$ cat config.mk
export PLATFORM = sky130hd
export DESIGN_NAME = mem_arbiter
export DESIGN_NICKNAME = d
export VERILOG_FILES = /design/src/rtl/mem_arbiter.sv
export SDC_FILE = /design/constraint.sdc
export NUM_CORES = 1
export LEC_CHECK = 0
export BUFFER_PORTS_ARGS = -buffer_cell sky130_fd_sc_hd__buf_2
export CORE_MARGIN = 5
export CORE_UTILIZATION = 42
export CTS_CLUSTER_SIZE = 8
export DETAILED_ROUTE_END_ITERATION = 16
export PLACE_DENSITY = 0.82
export SLEW_MARGIN = 20
export SYNTH_ARGS = -nofsm -noshare
export SYNTH_HDL_FRONTEND = slang
export SYNTH_SLANG_ARGS = --single-unit
$ cat constraint.sdc
create_clock -name clk -period 2.61 [get_ports clk]
set_input_delay 0.1305 -clock clk [delete_from_list [all_inputs] [get_ports clk]]
set_output_delay 0.1305 -clock clk [all_outputs]
set_load 0.01 [all_outputs]
$ cat src/rtl/mem_arbiter.sv
// mem_arbiter: two-port round-robin arbiter and sequencer for memunit.
// Port A is instruction fetch, port B is data load/store.
module mem_arbiter #(
   parameter int ADDR_W  = 16,
   parameter int DATA_W  = 16,
   parameter int TIMEOUT = 1023
) (
   input  logic              clk,
   input  logic              nrst,
   input  logic              a_req,
   input  logic              a_rwn,
   input  logic [ADDR_W-1:0] a_addr,
   input  logic [DATA_W-1:0] a_wdata,
   output logic [DATA_W-1:0] a_rdata,
   output logic              a_rvalid,
   output logic              a_done,
   output logic              a_err,
   input  logic              b_req,
   input  logic              b_rwn,
   input  logic [ADDR_W-1:0] b_addr,
   input  logic [DATA_W-1:0] b_wdata,
   output logic [DATA_W-1:0] b_rdata,
   output logic              b_rvalid,
   output logic              b_done,
   output logic              b_err,
   input  logic              mem_ready,
   input  logic [DATA_W-1:0] mem_data_out,
   input  logic              mem_data_valid,
   output logic              mem_enable,
   output logic              mem_rwn,
   output logic [ADDR_W-1:0] mem_addr,
   output logic [DATA_W-1:0] mem_data_in
);

   localparam int CNT_W = $clog2(TIMEOUT + 1);
   localparam logic [CNT_W-1:0] CNT_MAX = CNT_W'(TIMEOUT);
   localparam logic PORT_A = 1'b0;
   localparam logic PORT_B = 1'b1;

   typedef enum logic [1:0] {
      IDLE,
      ISSUE,
      WAIT_DONE,
      DONE
   } state_t;

   state_t            state_q, state_d;
   logic              grant_q, grant_d;
   logic              last_q, last_d;
   logic [CNT_W-1:0]  cnt_q, cnt_d;
   logic              pick;
   logic              expired;
   logic              fin, fin_err;

   logic              en_d, rwn_d;
   logic [ADDR_W-1:0] addr_d;
   logic [DATA_W-1:0] wdata_d;
   logic [DATA_W-1:0] a_rdata_d, b_rdata_d;
   logic              a_rvalid_d, b_rvalid_d;
   logic              a_done_d, b_done_d;
   logic              a_err_d, b_err_d;

   // On a tie the port that did not win last time goes first.
   always_comb begin
      pick = PORT_A;
      unique case (1'b1)
         (a_req && !b_req): pick = PORT_A;
         (!a_req && b_req): pick = PORT_B;
         (a_req && b_req):  pick = ~last_q;
         default:           pick = PORT_A;
      endcase
   end

   assign expired = (cnt_q == CNT_MAX);

   always_comb begin
      state_d    = state_q;
      grant_d    = grant_q;
      last_d     = last_q;
      cnt_d      = cnt_q;
      en_d       = mem_enable;
      rwn_d      = mem_rwn;
      addr_d     = mem_addr;
      wdata_d    = mem_data_in;
      a_rdata_d  = a_rdata;
      b_rdata_d  = b_rdata;
      a_rvalid_d = 1'b0;
      b_rvalid_d = 1'b0;
      fin        = 1'b0;
      fin_err    = 1'b0;

      unique case (state_q)
         IDLE: begin
            if (mem_ready && (a_req || b_req)) begin
               grant_d = pick;
               rwn_d   = pick ? b_rwn   : a_rwn;
               addr_d  = pick ? b_addr  : a_addr;
               wdata_d = pick ? b_wdata : a_wdata;
               en_d    = 1'b1;
               cnt_d   = '0;
               state_d = ISSUE;
            end
         end
         ISSUE: begin
            if (expired) begin
               en_d    = 1'b0;
               fin     = 1'b1;
               fin_err = 1'b1;
               state_d = DONE;
            end else begin
               cnt_d = cnt_q + 1'b1;
               if (!mem_ready) begin
                  en_d    = 1'b0;
                  state_d = WAIT_DONE;
               end
            end
         end
         WAIT_DONE: begin
            if (mem_data_valid) begin
               if (grant_q == PORT_B) begin
                  b_rdata_d  = mem_data_out;
                  b_rvalid_d = 1'b1;
               end else begin
                  a_rdata_d  = mem_data_out;
                  a_rvalid_d = 1'b1;
               end
            end
            if (expired) begin
               fin     = 1'b1;
               fin_err = 1'b1;
               state_d = DONE;
            end else begin
               cnt_d = cnt_q + 1'b1;
               if (mem_ready) begin
                  fin     = 1'b1;
                  state_d = DONE;
               end
            end
         end
         DONE: begin
            last_d  = grant_q;
            state_d = IDLE;
         end
         default: state_d = IDLE;
      endcase

      a_done_d = fin && (grant_q == PORT_A);
      b_done_d = fin && (grant_q == PORT_B);
      a_err_d  = fin_err && (grant_q == PORT_A);
      b_err_d  = fin_err && (grant_q == PORT_B);
   end

   always_ff @(posedge clk) begin
      if (!nrst) begin
         state_q     <= IDLE;
         grant_q     <= PORT_A;
         last_q      <= PORT_B;
         cnt_q       <= '0;
         mem_enable  <= 1'b0;
         mem_rwn     <= 1'b0;
         mem_addr    <= '0;
         mem_data_in <= '0;
         a_rdata     <= '0;
         b_rdata     <= '0;
         a_rvalid    <= 1'b0;
         b_rvalid    <= 1'b0;
         a_done      <= 1'b0;
         b_done      <= 1'b0;
         a_err       <= 1'b0;
         b_err       <= 1'b0;
      end else begin
         state_q     <= state_d;
         grant_q     <= grant_d;
         last_q      <= last_d;
         cnt_q       <= cnt_d;
         mem_enable  <= en_d;
         mem_rwn     <= rwn_d;
         mem_addr    <= addr_d;
         mem_data_in <= wdata_d;
         a_rdata     <= a_rdata_d;
         b_rdata     <= b_rdata_d;
         a_rvalid    <= a_rvalid_d;
         b_rvalid    <= b_rvalid_d;
         a_done      <= a_done_d;
         b_done      <= b_done_d;
         a_err       <= a_err_d;
         b_err       <= b_err_d;
      end
   end

endmodule
* Yosys cells after proc, flatten, opt, wreduce, memory -nomap -nowiden
Index checks and enable logic that the tools add are counted.
Word-level totals: input port bits 88, bits in registers 86, logic and storage cells 71, output and inout bits 72
Operators by class: mux-type cells 24, $add $sub $neg 1, reduce and logical (&&, ||, !) cells 20, equal/unequal tests 8, bitwise gates (word level) 2
Operator list (count):
- 16-bit two-way mux | 2
- 10-bit two-way mux | 2
- 10-bit one-hot mux with 2 select lines | 1
- 3-bit AND reduction | 6
- 10-bit by 1-bit adder with 10-bit output, second input constant | 1
- 10-bit == test, second input constant | 1
- 1-bit two-way mux | 10
- 2-bit two-way mux | 5
- 2-bit one-hot mux with 4 select lines | 1
- 1-bit logical AND | 7
- 3-bit != test, second input constant | 2
- 1-bit one-hot mux with 2 select lines | 3
- 2-bit == test, second input constant | 2
- 2-bit != test, second input constant | 2
- 2-bit nonzero test | 2
- 2-bit by 1-bit == test with 1-bit output, second input constant | 1
- 2-bit zero test | 1
- 1-bit inverter | 2
- 2-bit AND reduction | 1
- 2-bit OR reduction | 1
- 1-bit zero test | 1
- 1-bit logical OR | 1

* Depth between registers and ports, before layout
word-level depth 4, mapped depth 8, depth with buffers taken out 6

* Worst setup path after synthesis
No wires, ideal clock.
kind flip-flop to flip-flop, from register state_q[0], to register cnt_q[3], period minus slack after synthesis 1.752 ns, buffers on the path 1, cell stages (with the launch flop) 7, library setup time 0.122 ns, setup slack 0.858 ns, arrival time 1.630 ns, required time 2.488 ns, cells stage by stage dfxtp_1 -> inv_1 -> ha_1 -> clkbuf_1 -> a21boi_2 -> nor4b_1 -> a311o_1
On the way: longest elaborated chain between the ends 4, elaborated cells between the ends (all ways) 9, classes of those cells 4 x eq/ne; 1 x mux; 4 x reduce/logical
Ends and longest elaborated chain:
- from (decl) | RTL line 47 | state_t state_q, state_d;
- from (signal assigned) | RTL line 172 | state_q <= state_d;
- 2-bit == test / 2-bit by 1-bit == test with 1-bit output (equally long branches) | RTL line 92 | unique case (state_q)
- 2-bit OR reduction (no source line)
- 2-bit != test (no source line) / 2-bit nonzero test (equally long branches)
- 3-bit AND reduction (no source line)
- to (signal assigned) | RTL line 175 | cnt_q <= cnt_d;
- to (decl) | RTL line 50 | logic [CNT_W-1:0] cnt_q, cnt_d;
Several ways; a longest one is shown, not always the timed one. A chain may end at the register's enable or synchronous reset.

* Worst setup path in the final report
from register state_q[0], to register cnt_q[8]
The elaborated chain is that of the path after synthesis.

==> impl_metrics.sql <==
INSERT INTO impl_metrics (metric_group, metric, value, unit) VALUES
('status', 'status', 'completed', ''),
('floorplanning', 'floorplan.rows', '34', ''),
('min_path', 'worstHoldPathType', 'input port to register', ''),
('cts', 'insertion_delay', '0.34', 'ns'),
('placed_design', 'dp_hpwl', '7.09', 'mm'),
('power_and_ir_drop', 'power.leakage', '2.10', 'nW'),
('global_route', 'grt-ovfl-total', '0', ''),
('placed_design', 'port-buffer-count', '159', ''),
('global_route', 'grt_max_degree', '75', ''),
('routing', 'drtIter0Drc', '216', ''),
('yosys', 'synth.top_cells.by_area', 'sky130_fd_sc_hd__dfxtp_1 (47%), sky130_fd_sc_hd__mux2i_1 (9.2%), sky130_fd_sc_hd__a211oi_1 (8.1%)', ''),
('global_route', 'number_of_global_route_vias_before_repair', '3552', ''),
('cts', 'post_cts.resized_instances', '0', ''),
('routing', 'vias', '3556', ''),
('sta', 'grt_setup_unrepaired', 'no', ''),
('sta', 'maxSlewViolCount', '0', ''),
('sta', 'timing.final.crit_period', '2.25', 'ns'),
('cts', 'clkTransAtPathRegs', '0.10', 'ns'),
('cts', 'clock_tree.buffer_depth', '2', ''),
('cts', 'cts_post_setup_buffers_inserted', '0', ''),
('global_route', 'antenna_found_initial', '0', ''),
('yosys', 'mappedNetlistArea', '3690', 'um2'),
('power_and_ir_drop', 'vdd_ir_drop_max', '0.360', 'mV'),
('sta', 'timing.setup.tns', '0', 'ns'),
('global_route', 'grt_use_total', '0.176', ''),
('min_path', 'hold_path.startpoint', 'mem_data_out[15]', ''),
('floorplanning', 'coreArea', '8640', 'um2'),
('yosys', 'syn_area_per_cell', '8.79', 'um2'),
('yosys', 'synth_edf_count', '0', ''),
('yosys', 'yosysUniqueCellTypes', '39', ''),
('sta', 'fmaxAchievable', '445', 'MHz'),
('floorplanning', 'vert_die_dim', '104', 'um'),
('routing', 'drc', '0', ''),
('global_route', 'grt_pass1_wl', '16.3', 'mm'),
('floorplanning', 'pin_count', '160', ''),
('cells_and_area', 'antenna_cells', '0', ''),
('power_and_ir_drop', 'powerDensity', '829', 'nW/um2'),
('routing', 'routed_wirelength', '9.61', 'mm'),
('worst_setup_path', 'criticalPathCategory', 'register to register', ''),
('worst_setup_path', 'timing.rr.start', 'state_q[0]', ''),
('yosys', 'synth_commonest_cells', 'sky130_fd_sc_hd__dfxtp_1 (86), sky130_fd_sc_hd__nand2_1 (79), sky130_fd_sc_hd__nor2_1 (42)', ''),
('cts', 'cts-buffers-inserted', '9', ''),
('routing', 'routedWlPerCell', '14.2', 'um'),
('cts', 'root_buffer', 'sky130_fd_sc_hd__clkbuf_8', ''),
('yosys', 'dominantRegCellSynth', 'sky130_fd_sc_hd__dfxtp_1', ''),
('yosys', 'synthesis.instances', '420', ''),
('cts', 'htree_num_levels', '3', ''),
('worst_setup_path', 'crit_path_end_kind', 'register', ''),
('worst_setup_path', 'arrival', '2.50', 'ns'),
('cts', 'cts_tree', 'done', ''),
('cells_and_area', 'final_core_util', '0.552', ''),
('sta', 'clock-skew-final', '0.0118', 'ns'),
('worst_setup_path', 'ff2ff_setup_slack', '0.36', 'ns'),
('yosys', 'yosysTopAreaCell', 'sky130_fd_sc_hd__dfxtp_1', ''),
('job', 'cap_violations', '0', ''),
('routing', 'via_per_inst', '5.24', ''),
('cells_and_area', 'area.growth.synth_to_final', '29.2', '%'),
('cells_and_area', 'layout-drive-gt1-share', '0.333', ''),
('worst_setup_path', 'critPathLaunch', 'state_q[0]', ''),
('yosys', 'yosysMostFrequentCell', 'sky130_fd_sc_hd__dfxtp_1', ''),
('floorplanning', 'die_width', '104', 'um'),
('routing', 'drt_first_pass_iters', '5', ''),
('routing', 'antenna_violating_nets_post_route', '0', ''),
('yosys', 'synth_sequential_area_ratio', '0.467', ''),
('sta', 'timing.slew.headroom', '0.489', ''),
('yosys', 'synth.top_cell.area_share', '0.467', ''),
('floorplanning', 'die_area', '10800', 'um2'),
('cells_and_area', 'nNetsFinal', '660', ''),
('sta', 'timing.final.crit_share', '0.862', ''),
('worst_setup_path', 'worst_setup_path_start_kind', 'register', ''),
('worst_setup_path', 'cp_max_fo', '12', ''),
('sta', 'final-hold-violation-count', '0', ''),
('placed_design', 'gpl.final_weighted_congestion', '0.903', ''),
('cts', 'cts_sinks', '86', ''),
('yosys', 'net_count_after_synthesis', '514', ''),
('sta', 'count_of_final_setup_violators', '0', ''),
('sta', 'timing_worst_slew_pin_value', '0.766', 'ns'),
('cts', 'count_of_hold_buffers_inserted_by_post_cts_repair', '0', ''),
('floorplanning', 'initial_utilization', '0.427', ''),
('yosys', 'async_reset_ff_frac', '0', ''),
('yosys', 'synth_warnings', '0', ''),
('worst_setup_path', 'timing.critical_path.required', '2.86', 'ns'),
('yosys', 'synth_seq_cells', '86', '');
-- cell type report --
cell class | instances | area, um2
Clock buffer | 9 | 124
Clock inverter | 7 | 103
Fill cell | 795 | 3870
Inverter | 8 | 30.0
Multi-Input combinational cell | 297 | 1810
Sequential cell | 86 | 1720
Tap cell | 108 | 135
Timing Repair Buffer | 164 | 846
-- kinds of logic (layout without fill, tap and decap cells) --
| group | count (synthesis) | count (layout) | synth area share |
|---|---|---|---|
| flops | 86 | 86 | 0.467 |
| mux | 35 | 35 | 0.0953 |
| buf+inv | 37 | 188 | 0.0485 |
| fa+ha+maj | 6 | 6 | 0.0203 |
| compound gates | 108 | 108 | 0.193 |
| simple gates | 148 | 148 | 0.176 |
-- worst max-delay path, cell delays in order (launching register included) --
cell,delay [ns]
sky130_fd_sc_hd__dfxtp_1,0.41
sky130_fd_sc_hd__inv_1,0.10
sky130_fd_sc_hd__ha_1,0.53
sky130_fd_sc_hd__inv_1,0.15
sky130_fd_sc_hd__o21ai_1,0.52
sky130_fd_sc_hd__a41oi_1,0.20
sky130_fd_sc_hd__a211oi_1,0.25
-- sequential cells by signal, summed over array words and instances, names as in the netlist --
register,flops
b_rdata,16
state_q,2
mem_rwn,1
b_err,1
mem_data_in,16
b_rvalid,1
last_q,1
a_err,1
a_done,1
mem_addr,16
a_rvalid,1
cnt_q,10
grant_q,1
mem_enable,1
b_done,1
a_rdata,16
-- cell usage in the layout (no fill, tap or decap), types with 2 or more instances in the layout --
cell                          n
sky130_fd_sc_hd__nand4_4      2
sky130_fd_sc_hd__dfxtp_1     86
sky130_fd_sc_hd__o21ai_1      3
sky130_fd_sc_hd__mux2i_1     34
sky130_fd_sc_hd__nand4_1      4
sky130_fd_sc_hd__nor3_1       4
sky130_fd_sc_hd__nand2_1     79
sky130_fd_sc_hd__a21oi_1     39
sky130_fd_sc_hd__a211oi_1    40
sky130_fd_sc_hd__o31ai_1      2
sky130_fd_sc_hd__ha_1         6
sky130_fd_sc_hd__bufinv_16    2
sky130_fd_sc_hd__o211ai_1     3
sky130_fd_sc_hd__inv_6        3
sky130_fd_sc_hd__buf_2      159
sky130_fd_sc_hd__and2_1       2
sky130_fd_sc_hd__nor2_1      41
sky130_fd_sc_hd__inv_1        7
sky130_fd_sc_hd__o211a_1      2
sky130_fd_sc_hd__a31oi_1      5
sky130_fd_sc_hd__buf_4        4
sky130_fd_sc_hd__o21ai_0      3
sky130_fd_sc_hd__clkbuf_8     9
sky130_fd_sc_hd__a41oi_1      2
sky130_fd_sc_hd__nand3_1     10
-- through the flow --
step / instance area [um2] / setup slack (ns) / hold slack (ns) / instances / power [mW]
3_3_place_gp: 4540 / 0.635 / 0.385 / 663 / 2.88
6_report: 4770 / 0.361 / 0.0232 / 679 / 3.95
5_1_grt: 4770 / 0.242 / 0.00143 / 679 / 4.22
4_1_cts: 4770 / 0.439 / 0.00629 / 679 / 3.99
2_1_floorplan: 3690 / 0.858 / 0.266 / 420 / 2.48
3_5_place_dp: 4540 / 0.463 / 0.390 / 663 / 2.91
-- where the power goes --
| group | internal (mW) | leakage (nW) | total [mW] | switching [mW] |
|---|---|---|---|---|
| Sequential | 1.51 | 0.701 | 1.62 | 0.115 |
| Clock | 0.555 | 0.117 | 1.06 | 0.503 |
| Combinational | 0.490 | 1.29 | 1.27 | 0.784 |
| Total | 2.55 | 2.10 | 3.95 | 1.40 |
-- path summary, 6_finish.rpt --
| check | end | cells past startpoint |
|---|---|---|
| hold / removal | a_rdata[15] | 3 |
| setup reg to reg | cnt_q[8] | 6 |
| setup / recovery | cnt_q[8] | 6 |
| hold reg to reg | a_rdata[5] | 2 |
-- metal layers --
layer | track usage | share of wire
met5 | 0 | 0
met4 | 0.0490 | 0.011
met3 | 0.0609 | 0.094
met2 | 0.284 | 0.46
met1 | 0.224 | 0.43
No activity file was read; power rests on OpenSTA's default activity.
